==> src/rtl/control_unit_pkg.sv <==
// rtl/control_unit_pkg.sv - opcodes, FSM state codes, instruction classes and per-class step count
package control_unit_pkg;
    localparam int OPC_W    = 5;
    localparam int MAX_STEP = 7;

    localparam logic [OPC_W-1:0] OP_LD   = 5'h00, OP_LDI  = 5'h01, OP_ST   = 5'h02, OP_ADD  = 5'h03;
    localparam logic [OPC_W-1:0] OP_SUB  = 5'h04, OP_AND  = 5'h05, OP_OR   = 5'h06, OP_ROR  = 5'h07;
    localparam logic [OPC_W-1:0] OP_ROL  = 5'h08, OP_SHR  = 5'h09, OP_SHRA = 5'h0A, OP_SHL  = 5'h0B;
    localparam logic [OPC_W-1:0] OP_ADDI = 5'h0C, OP_ANDI = 5'h0D, OP_ORI  = 5'h0E, OP_MUL  = 5'h0F;
    localparam logic [OPC_W-1:0] OP_DIV  = 5'h10, OP_NEG  = 5'h11, OP_NOT  = 5'h12, OP_BR   = 5'h13;
    localparam logic [OPC_W-1:0] OP_JR   = 5'h14, OP_JAL  = 5'h15, OP_IN   = 5'h16, OP_OUT  = 5'h17;
    localparam logic [OPC_W-1:0] OP_MFHI = 5'h18, OP_MFLO = 5'h19, OP_NOP  = 5'h1A, OP_HALT = 5'h1B;

    // T-states occupy 8..15 so bit 3 means "running" and bits 2:0 are the step index.
    typedef enum logic [3:0] {
        S_RESET = 4'd0, S_INIT = 4'd1, S_HALT = 4'd2,
        S_T0 = 4'd8, S_T1 = 4'd9, S_T2 = 4'd10, S_T3 = 4'd11,
        S_T4 = 4'd12, S_T5 = 4'd13, S_T6 = 4'd14, S_T7 = 4'd15
    } state_e;

    typedef enum logic [3:0] {
        C_R, C_IMM, C_MD, C_UN, C_LD, C_LDI, C_ST, C_BR,
        C_JR, C_JAL, C_IN, C_OUT, C_MFHI, C_MFLO, C_NOP, C_HALT
    } class_e;

    function automatic logic [2:0] last_step(input class_e c);
        case (c)
            C_R, C_IMM, C_LDI: return 3'd5;
            C_MD, C_BR:        return 3'd6;
            C_UN, C_JAL:       return 3'd4;
            C_LD, C_ST:        return 3'(MAX_STEP);
            default:           return 3'd3;
        endcase
    endfunction
endpackage

==> src/rtl/control_unit_opcode_class_decoder.sv <==
// rtl/control_unit_opcode_class_decoder.sv - maps a 5-bit opcode onto its execute-sequence class
module opcode_class_decoder
    import control_unit_pkg::*;
(
    input  logic [OPC_W-1:0] opcode,
    output class_e           op_class
);
    always_comb begin
        op_class = C_NOP;
        case (opcode)
            OP_ADD, OP_SUB, OP_AND, OP_OR, OP_ROR,
            OP_ROL, OP_SHR, OP_SHRA, OP_SHL:  op_class = C_R;
            OP_ADDI, OP_ANDI, OP_ORI:         op_class = C_IMM;
            OP_MUL, OP_DIV:                   op_class = C_MD;
            OP_NEG, OP_NOT:                   op_class = C_UN;
            OP_LD:                            op_class = C_LD;
            OP_LDI:                           op_class = C_LDI;
            OP_ST:                            op_class = C_ST;
            OP_BR:                            op_class = C_BR;
            OP_JR:                            op_class = C_JR;
            OP_JAL:                           op_class = C_JAL;
            OP_IN:                            op_class = C_IN;
            OP_OUT:                           op_class = C_OUT;
            OP_MFHI:                          op_class = C_MFHI;
            OP_MFLO:                          op_class = C_MFLO;
            OP_HALT:                          op_class = C_HALT;
            default:                          op_class = C_NOP;
        endcase
    end
endmodule

==> src/rtl/control_unit.sv <==
// rtl/control_unit.sv - Moore FSM sequencing fetch/execute strobes; CU_STEP_EN adds single-step gating
module control_unit
    import control_unit_pkg::*;
(
    input  logic        clk,
    input  logic        clr,
    input  logic [31:0] ir_data,
    input  logic        con_out,
    input  logic        stop,
`ifdef CU_STEP_EN
    input  logic        step,
`endif
    output logic pc_out, zlo_out, zhi_out, hi_out, lo_out, mdr_out, inport_out, c_sign_extended_out,
    output logic mar_enable, mdr_enable, ir_enable, y_enable, z_enable, pc_enable, hi_enable, lo_enable, r8_enable,
    output logic read, ram_write, pc_increment, con_enable, outport_enable, pc_init_enable,
    output logic gra, grb, grc, r_in, r_out, ba_out,
    output logic run
);
    state_e     state;
    class_e     op_class;
    logic       step_go;
    logic [2:0] step_idx;
    logic       unused_ir;

    assign step_idx  = state[2:0];
    assign run       = state[3];
    assign unused_ir = ^ir_data[31-OPC_W:0];

`ifdef CU_STEP_EN
    assign step_go = step;
`else
    assign step_go = 1'b1;
`endif

    opcode_class_decoder u_decoder (
        .opcode   (ir_data[31:32-OPC_W]),
        .op_class (op_class)
    );

    always_ff @(posedge clk) begin
        if (clr) begin
            state <= S_RESET;
        end else begin
            case (state)
                S_RESET: state <= S_INIT;
                S_INIT:  state <= S_T0;
                S_HALT:  state <= S_HALT;
                S_T0:    if (step_go) state <= S_T1;
                S_T1:    state <= S_T2;
                S_T2:    state <= S_T3;
                default: begin
                    if (state == S_T3 && op_class == C_HALT)
                        state <= S_HALT;
                    else if (step_idx >= last_step(op_class))
                        state <= stop ? S_HALT : S_T0;
                    else
                        state <= state_e'(state + 4'd1);
                end
            endcase
        end
    end

    always_comb begin
        {pc_out, zlo_out, zhi_out, hi_out, lo_out, mdr_out, inport_out, c_sign_extended_out} = '0;
        {mar_enable, mdr_enable, ir_enable, y_enable, z_enable, pc_enable, hi_enable, lo_enable, r8_enable} = '0;
        {read, ram_write, pc_increment, con_enable, outport_enable, pc_init_enable} = '0;
        {gra, grb, grc, r_in, r_out, ba_out} = '0;
        case (state)
            S_INIT: pc_init_enable = 1'b1;
            S_T0: if (step_go) begin pc_out = 1'b1; pc_increment = 1'b1; mar_enable = 1'b1; z_enable = 1'b1; end
            S_T1: begin zlo_out = 1'b1; pc_enable = 1'b1; read = 1'b1; mdr_enable = 1'b1; end
            S_T2: begin mdr_out = 1'b1; ir_enable = 1'b1; end
            S_T3, S_T4, S_T5, S_T6, S_T7: begin
                case (op_class)
                    C_R, C_IMM: case (state)
                        S_T3: begin grb = 1'b1; r_out = 1'b1; y_enable = 1'b1; end
                        S_T4: begin
                            z_enable = 1'b1;
                            if (op_class == C_IMM) c_sign_extended_out = 1'b1;
                            else begin grc = 1'b1; r_out = 1'b1; end
                        end
                        S_T5: begin zlo_out = 1'b1; gra = 1'b1; r_in = 1'b1; end
                        default: ;
                    endcase
                    C_MD: case (state)
                        S_T3: begin gra = 1'b1; r_out = 1'b1; y_enable = 1'b1; end
                        S_T4: begin grb = 1'b1; r_out = 1'b1; z_enable = 1'b1; end
                        S_T5: begin zlo_out = 1'b1; lo_enable = 1'b1; end
                        S_T6: begin zhi_out = 1'b1; hi_enable = 1'b1; end
                        default: ;
                    endcase
                    C_UN: case (state)
                        S_T3: begin grb = 1'b1; r_out = 1'b1; z_enable = 1'b1; end
                        S_T4: begin zlo_out = 1'b1; gra = 1'b1; r_in = 1'b1; end
                        default: ;
                    endcase
                    // ld, ldi and st share the effective-address computation in T3/T4.
                    C_LD, C_LDI, C_ST: case (state)
                        S_T3: begin grb = 1'b1; r_out = 1'b1; ba_out = 1'b1; y_enable = 1'b1; end
                        S_T4: begin c_sign_extended_out = 1'b1; z_enable = 1'b1; end
                        S_T5: begin
                            zlo_out = 1'b1;
                            if (op_class == C_LDI) begin gra = 1'b1; r_in = 1'b1; end
                            else mar_enable = 1'b1;
                        end
                        S_T6: begin
                            mdr_enable = 1'b1;
                            if (op_class == C_ST) begin gra = 1'b1; r_out = 1'b1; end
                            else read = 1'b1;
                        end
                        S_T7: begin
                            if (op_class == C_ST) ram_write = 1'b1;
                            else begin mdr_out = 1'b1; gra = 1'b1; r_in = 1'b1; end
                        end
                        default: ;
                    endcase
                    C_BR: case (state)
                        S_T3: begin gra = 1'b1; r_out = 1'b1; con_enable = 1'b1; end
                        S_T4: begin pc_out = 1'b1; y_enable = 1'b1; end
                        S_T5: begin c_sign_extended_out = 1'b1; z_enable = 1'b1; end
                        S_T6: begin zlo_out = 1'b1; pc_enable = con_out; end
                        default: ;
                    endcase
                    C_JR:  if (state == S_T3) begin gra = 1'b1; r_out = 1'b1; pc_enable = 1'b1; end
                    C_JAL: case (state)
                        S_T3: begin pc_out = 1'b1; r8_enable = 1'b1; end
                        S_T4: begin gra = 1'b1; r_out = 1'b1; pc_enable = 1'b1; end
                        default: ;
                    endcase
                    C_IN:   if (state == S_T3) begin inport_out = 1'b1; gra = 1'b1; r_in = 1'b1; end
                    C_OUT:  if (state == S_T3) begin gra = 1'b1; r_out = 1'b1; outport_enable = 1'b1; end
                    C_MFHI: if (state == S_T3) begin hi_out = 1'b1; gra = 1'b1; r_in = 1'b1; end
                    C_MFLO: if (state == S_T3) begin lo_out = 1'b1; gra = 1'b1; r_in = 1'b1; end
                    default: ;
                endcase
            end
            default: ;
        endcase
    end
endmodule

==> config.mk <==
export PLATFORM = sky130hd
export DESIGN_NAME = control_unit
export DESIGN_NICKNAME = d
export VERILOG_FILES = /design/src/rtl/control_unit_pkg.sv /design/src/rtl/control_unit_opcode_class_decoder.sv /design/src/rtl/control_unit.sv
export SDC_FILE = /design/constraint.sdc
export NUM_CORES = 1
export LEC_CHECK = 0
export CORE_MARGIN = 1
export CORE_UTILIZATION = 41
export CTS_CLUSTER_SIZE = 10
export DETAILED_ROUTE_END_ITERATION = 10
export GPL_TIMING_DRIVEN = 0
export PLACE_DENSITY = 0.86
export SLEW_MARGIN = 40
export SYNTH_ARGS = -nofsm -noshare
export SYNTH_HDL_FRONTEND = slang
export SYNTH_SLANG_ARGS = --single-unit
==> constraint.sdc <==
create_clock -name clk -period 8.6 [get_ports clk]
set_clock_uncertainty 0.15 [all_clocks]
set_input_delay 2.58 -clock clk [delete_from_list [all_inputs] [get_ports clk]]
set_output_delay 2.58 -clock clk [all_outputs]
set_load 0.005 [all_outputs]
==> results of run 1 <==
[cell usage in the layout (no fill, tap or decap), types with 7 or more instances in the layout]
| master | n |
|---|---|
| o21ai_0 | 9 |
| nand3_1 | 9 |
| clkbuf_1 | 8 |
| clkdlybuf4s50_1 | 37 |
| a21oi_1 | 14 |
| ha_1 | 7 |
| nand2b_1 | 7 |
| nor2_1 | 13 |
| nand2_1 | 10 |
[layout make-up]
type	instances	area, sq um	share of cell area
Multi-Input combinational cell	141	937.1	0.6031
Timing Repair Buffer	37	370.4	0.2383
Buffer	17	83.83	0.05395
Sequential cell	4	80.08	0.05153
Tap cell	30	37.54	0.02415
Clock buffer	3	22.52	0.01449
Inverter	6	22.52	0.01449
[worst paths after layout]
kind | startpoint | endpoint | depth (start not counted)
hold reg to reg | state[0] | state[0] | 3
setup reg to reg | state[1] | state[3] | 5
hold / removal | state[0] | state[0] | 3
setup / recovery | ir_data[30] | r_out | 7
[worst reg2reg max path, cell delays in order, from the launching register on]
cell,delay [ns]
dfxtp_1,0.41
ha_1,0.32
nand3b_1,0.33
or4_1,0.57
o211ai_1,0.17
a21oi_1,0.10
[power groups by stage]
stage                clock, W  combinational [W]  sequential [W]
floorplan                   0           0.000104       0.0000309
global placement            0           0.000159       0.0000329
detailed placement          0           0.000160       0.0000330
CTS                 0.0000233           0.000162       0.0000327
global route        0.0000253           0.000182       0.0000340
finish              0.0000242           0.000163       0.0000330
[routing by layer]
layer | track usage | part of all wire | vias up
met5 | 0 | 0 | -
met4 | 0.1154 | 0.032 | 0
met3 | 0.02500 | 0.11 | 13
met2 | 0.3760 | 0.44 | 101
met1 | 0.3724 | 0.42 | 648
li1 | - | - | 716
[stage by stage]
step	cells	util	total power, W	instance area [sq um]
floorplan	168	-	0.0001348	1124
global placement	235	0.6071	0.0001914	1531
detailed placement	235	0.6071	0.0001934	1531
CTS	238	0.6161	0.0002182	1554
global route	238	0.6161	0.0002412	1554
finish	238	0.6161	0.0002206	1554
[logic make-up (layout without fill, tap and decap cells)]
kind of cell / after synthesis / after routing
simple gates: 74 / 74
compound gates: 55 / 55
buf+inv: 23 / 63
fa+ha+maj: 7 / 7
flops: 4 / 4
mux: 3 / 3
xor+xnor: 2 / 2
==> reports/qor_table.md, run 1 <==
| Metric | Reported | Unit |
|---|---|---|
| Run status | completed | - |
| Flop-to-flop setup slack | 6.44 | ns |
| Peak ir drop on the vdd network | 0.0001224 | V |
| Cell repeated most along the worst path | clkdlybuf4s50_1 | - |
| Number of enable flip-flop cells after synthesis | 0 | - |
| Global-route wire length before repair | 5.506 | mm |
| Compound-gate portion of the synthesized area | 0.3408 | - |
| Setup repair after global routing missed its margin | no | - |
| Buffers and inverters on the worst path | 3 | - |
| Number of rows in the core area | 18 | - |
| Internal power | 0.0001160 | W |
| Hold_buf cts | 0 | - |
| Syn Inst Count | 168 | - |
| DRC violation count after routing | 0 | - |
| Count of fill cells added during filler insertion | 239 | - |
| Number of port buffers | 37 | - |
| Most used standard cell by instance count after synthesis | a21oi_1 | - |
| Last weighted congestion value of the routability-driven placer | 0.9450 | - |
| Family with the most delay on the worst path | buffers and inverters | - |
| Crit path arrival time | 4.95 | ns |
| Adder-cell share of the synthesized area | 0.07795 | - |
| Clock share of power | 0.110 | - |
| Top-area cell type share of the netlist area | 0.07795 | - |
| Clock period minus worst slack | 7.679 | ns |
| HPWL after detailed placement | 2.640 | mm |
| Via density per instance | 6.210 | - |
| Type of the worst setup path | primary input to output port | - |
| Number of primary I/O pins | 66 | - |
| Critical path launch point type | primary input | - |
| Total negative slack for setup checks | 0 | ns |
| Count of state elements after synthesis | 4 | - |
| Area of the placeable core | 2522 | sq um |
| Post-cts resize count | 0 | - |
| Proportion of synthesized chip area in sequential cells | 0.07127 | - |
| Commonest cells in the synthesized netlist | a21oi_1, nor2_1, nand2_1 | - |
| Number of vias after detailed routing | 1,478 | - |
| Maximum number of buffers from clock root to sink | 2 | - |
| Post-DRT Antenna Nets | 0 | - |
| Fraction of synthesized area in multiplexers | 0.02895 | - |
| Synth Area in XOR/XNOR | 0.01559 | - |
| Wirelength, routed | 3.537 | mm |
| Power spent charging and discharging nets | 0.0001046 | W |
| Worst slew margin relative to its limit | 0.6895 | - |
| Share of power burned in combinational logic | 0.741 | - |
| Clock Tree Root | clkbuf_4 | - |
| Worst setup slack after layout | 0.9213 | ns |
| Initial Util | 0.4454 | - |
| Initial DRC Count | 86 | - |
| Floorplan die width | 54.35 | um |
| Insertion delay to the later sink of the worst-skew pair | 0.24 | ns |
| Post-synthesis average cell area | 6.688 | sq um |
| Length of the first detailed-routing pass in iterations | 4 | - |
| Register with the most flip-flops | state | - |
| Simple-gate share of the synthesized area | 0.3708 | - |
| Flip-flop count of the largest register, all copies and words added | 4 | - |
| Top flop regs | state x4 | - |
| Net Sw Frac | 0.4742 | - |
| Leakage power summed over all cells | 0.5500 | nW |
| Area of the die | 2954 | sq um |
| Timing-limited maximum frequency | 0.1302 | GHz |
| Main flop type after synthesis | dfxtp_1 | - |
| H-Tree Level Count | 1 | - |
| CTS tree | built | - |
| Final hold slack | 0.5744 | ns |
| Power density cells | 141.9 | nW/um^2 |
| Cell breakdown of the critical path | clkdlybuf4s50_1 > clkbuf_1 > nand3b_1 > o22ai_2 > and3b_1 > o221ai_2 > clkdlybuf4s50_1 | - |
| Setup fix buffers added after clock tree synthesis | 0 | - |
| Number of nets in the synthesized netlist | 211 | - |
| Count of pins over their slew limit | 0 | - |
| Worst-path cell with the longest stage delay | clkdlybuf4s50_1 | - |
| Async S/R FF share, synth | 0 | - |
| Max Cap Viol | 0 | - |
| Number of warnings reported in the yosys synthesis log | 0 | - |
| Pin count of the biggest net entering global routing | 11 | - |
| Vias in the first global route | 1,163 | - |
| Area added between synthesis and finish | 38.31 | % |
| Sequential Power Share | 0.149 | - |
| Area of the mapped netlist | 1124 | sq um |
| Antenna violations before repair | 0 | - |
| Main combinational cell family by area after synthesis | simple AND/OR/NAND/NOR gates | - |
| Final hold violation count | 0 | - |
| Share of the clock period used by the worst path | 0.8929 | - |
| Die extent in y | 54.35 | um |
| Combined global-route utilization of all metal layers | 0.2573 | - |
| Delay contributed by the slowest stage of the critical path | 0.55 | ns |
| Hold WC Path Type | flip-flop to flip-flop | - |
| Number of clock buffers inserted by TritonCTS | 3 | - |
| Routed length per instance | 14.86 | um |
| Actual slew at the worst max-slew pin | 0.4657 | ns |
| Worst-path clk slew | 0.04 | ns |
| Number of clock sinks | 4 | - |
| Final setup violating endpoints | 0 | - |
| Worst-path maximum fanout | 10 | - |
| Unique masters post-synth | 54 | - |
| Layout cell share with drive strength beyond 1 | 0.09615 | - |
| Largest cells by area after synthesis | ha_1, dfxtp_1, a21oi_1 | - |
| Residual overflow from global routing | 0 | - |
| DP Worst Slack | 0.9769 | ns |
| Endpoint kind of the worst setup timing path | output port | - |
| Most area-hungry cell type in the Yosys netlist | ha_1 | - |
| Number of nets in the finished design | 253 | - |
| Required time of the critical path | 5.87 | ns |
| Antenna diodes | 0 | - |
Power figures use the tool's default switching activity.
==> inputs of run 2 (changes only) <==
--- a/config.mk
+++ b/config.mk
@@ -5,6 +5,7 @@
 export SDC_FILE = /design/constraint.sdc
 export NUM_CORES = 1
 export LEC_CHECK = 0
+export CORE_ASPECT_RATIO = 1.5
 export CORE_MARGIN = 1
 export CORE_UTILIZATION = 41
 export CTS_CLUSTER_SIZE = 10
==> reports/qor_table.md, run 2 (synthesis results as in run 1) <==
| Metric | Reported | Unit | Change |
|---|---|---|---|
| Run status | completed | - | unchanged |
| Leading cell types in the layout, fill and taps excluded | clkdlybuf4s50_1, a21oi_1, nor2_1 | - | unchanged |
| Number of clock sinks | 4 | - | unchanged |
| Count of pins over their slew limit | 0 | - | unchanged |
| Clock Tree Root | clkbuf_4 | - | unchanged |
| Routed length per instance | 14.14 | um | was 14.86 um |
| Wirelength, routed | 3.449 | mm | was 3.537 mm |
| Top Usage Layer GRT | met2 | - | unchanged |
| Floorplan die width | 44.74 | um | was 54.35 um |
| Endpoint kind of the worst setup timing path | output port | - | unchanged |
| Worst-path clk slew | 0.04 | ns | about the same |
| Final hold violation count | 0 | - | unchanged |
| Maximum number of buffers from clock root to sink | 2 | - | unchanged |
| Residual overflow from global routing | 0 | - | unchanged |
| Register with the most flip-flops | state | - | unchanged |
| Clock period minus worst slack | 7.652 | ns | was 7.679 ns |
| Final setup violating endpoints | 0 | - | unchanged |
| Number of vias after detailed routing | 1,447 | - | was 1,478 |
| Combined global-route utilization of all metal layers | 0.2557 | - | was 0.2573 |
| Type of the worst setup path | primary input to output port | - | unchanged |
| Post-cts resize count | 0 | - | unchanged |
| Share of the clock period used by the worst path | 0.8898 | - | was 0.8929 |
| Met3 capacity usage during global routing | 0.04098 | - | was 0.02500 |
| Leakage power summed over all cells | 0.5500 | nW | unchanged |
| Area added between synthesis and finish | 38.98 | % | was 38.31% |
| Pin count of the biggest net entering global routing | 11 | - | unchanged |
| Area of the die | 2958 | sq um | was 2954 sq um |
| Via density per instance | 5.930 | - | was 6.210 |
| Hold WC Path Type | flip-flop to flip-flop | - | unchanged |
| Total negative slack for setup checks | 0 | ns | unchanged |
| Number of primary I/O pins | 66 | - | unchanged |
| H-Tree Level Count | 1 | - | unchanged |
| CTS tree | built | - | unchanged |
| Flip-flop count of the largest register, all copies and words added | 4 | - | unchanged |
| Number of nets in the finished design | 253 | - | unchanged |
| Actual slew at the worst max-slew pin | 0.4845 | ns | was 0.4657 ns |
| Setup repair after global routing missed its margin | no | - | unchanged |
| Max Cap Viol | 0 | - | unchanged |
| Top flop regs | state x4 | - | unchanged |
| Area of the placeable core | 2532 | sq um | was 2522 sq um |
| Critical path launch point type | primary input | - | unchanged |
| Antenna violations before repair | 0 | - | unchanged |
| Hold_buf cts | 0 | - | unchanged |
| Post-layout utilization of the core | 0.6166 | - | was 0.6161 |
| Peak ir drop on the vdd network | 0.0001169 | V | was 0.0001224 V |
| Antenna diodes | 0 | - | unchanged |
| Number of clock buffers inserted by TritonCTS | 3 | - | unchanged |
| Die extent in y | 66.12 | um | was 54.35 um |
| Most common cell after layout, fill and taps aside | clkdlybuf4s50_1 | - | unchanged |
| HPWL after detailed placement | 2.628 | mm | was 2.640 mm |
| Last weighted congestion value of the routability-driven placer | 0.9470 | - | was 0.9450 |
| Number of port buffers | 37 | - | unchanged |
| Global-route wire length before repair | 5.865 | mm | was 5.506 mm |
| Post-DRT Antenna Nets | 0 | - | unchanged |
| Initial DRC Count | 61 | - | was 86 |
| Layout cell share with drive strength beyond 1 | 0.09615 | - | unchanged |
| Insertion delay to the later sink of the worst-skew pair | 0.23 | ns | was 0.24 ns |
| DRC violation count after routing | 0 | - | unchanged |
| Setup fix buffers added after clock tree synthesis | 0 | - | unchanged |
| Worst slew margin relative to its limit | 0.6770 | - | was 0.6895 |
| Final hold slack | 0.5639 | ns | was 0.5744 ns |
| Length of the first detailed-routing pass in iterations | 5 | - | was 4 |
| Initial Util | 0.4437 | - | was 0.4454 |
| Power density cells | 138.9 | nW/um^2 | was 141.9 nW/um^2 |
| Required time of the critical path | 5.87 | ns | about the same |
| M1 GR Usage | 0.2815 | - | was 0.3724 |
| Timing-limited maximum frequency | 0.1307 | GHz | was 0.1302 GHz |
| Fraction of met2 tracks used by global routing | 0.4449 | - | was 0.3760 |
| Crit path arrival time | 4.92 | ns | was 4.95 ns |
| Worst-path maximum fanout | 10 | - | unchanged |
| Vias in the first global route | 1,428 | - | was 1,163 |
| Number of rows in the core area | 22 | - | was 18 |
[run 2: cell counts in the layout (fill, tap and decap cells not counted)]
No cell type changed its count.
[run 2: critical path, stage by stage]
cell	delay, ns
clkdlybuf4s50_1	0.41
buf_2	0.19
nor4b_2	0.46
nand2_1	0.24
o32a_1	0.38
o2111ai_1	0.12
clkdlybuf4s50_1	0.54
[run 2: routing by layer]
layer / vias up / part of all wire
met5: - / 0
met4: 0 / 0.022
met3: 9 / 0.068
met2: 83 / 0.52
met1: 648 / 0.39
li1: 707 / -
[run 2: where the power goes]
part / leakage [nW] / switching (W) / internal (W) / total [W]
clock network: 0.0138 / 0.00000690 / 0.0000156 / 0.0000225
logic: 0.503 / 0.0000868 / 0.0000752 / 0.000162
registers: 0.0329 / 0.00000744 / 0.0000250 / 0.0000324
[run 2: area by class of cell]
| type | instances | area [sq um] |
|---|---|---|
| Buffer | 17 | 83.83 |
| Clock buffer | 3 | 22.52 |
| Fill cell | 249 | 970.9 |
| Inverter | 6 | 22.52 |
| Multi-Input combinational cell | 141 | 937.1 |
| Sequential cell | 4 | 80.08 |
| Tap cell | 36 | 45.04 |
| Timing Repair Buffer | 37 | 370.4 |
[run 2: worst paths after layout]
check / startpoint / to / slack [ns] / cells after the start
worst max-delay path: ir_data[29] / gra / 0.95 / 7
worst min-delay path: state[0] / state[0] / 0.56 / 3
worst max register to register: state[1] / state[3] / 6.50 / 5
worst min register to register: state[0] / state[0] / 0.56 / 3
[run 2: through the flow]
| step | power, W | worst slack (ns) | cell area [sq um] | cells |
|---|---|---|---|---|
| 2_1_floorplan | 0.0001348 | 2.141 | 1124 | 168 |
| 3_3_place_gp | 0.0001902 | 0.9211 | 1539 | 241 |
| 3_5_place_dp | 0.0001925 | 0.9519 | 1539 | 241 |
| 4_1_cts | 0.0002175 | 0.9537 | 1562 | 244 |
| 5_1_grt | 0.0002412 | 0.8299 | 1562 | 244 |
| 6_report | 0.0002169 | 0.9477 | 1562 | 244 |
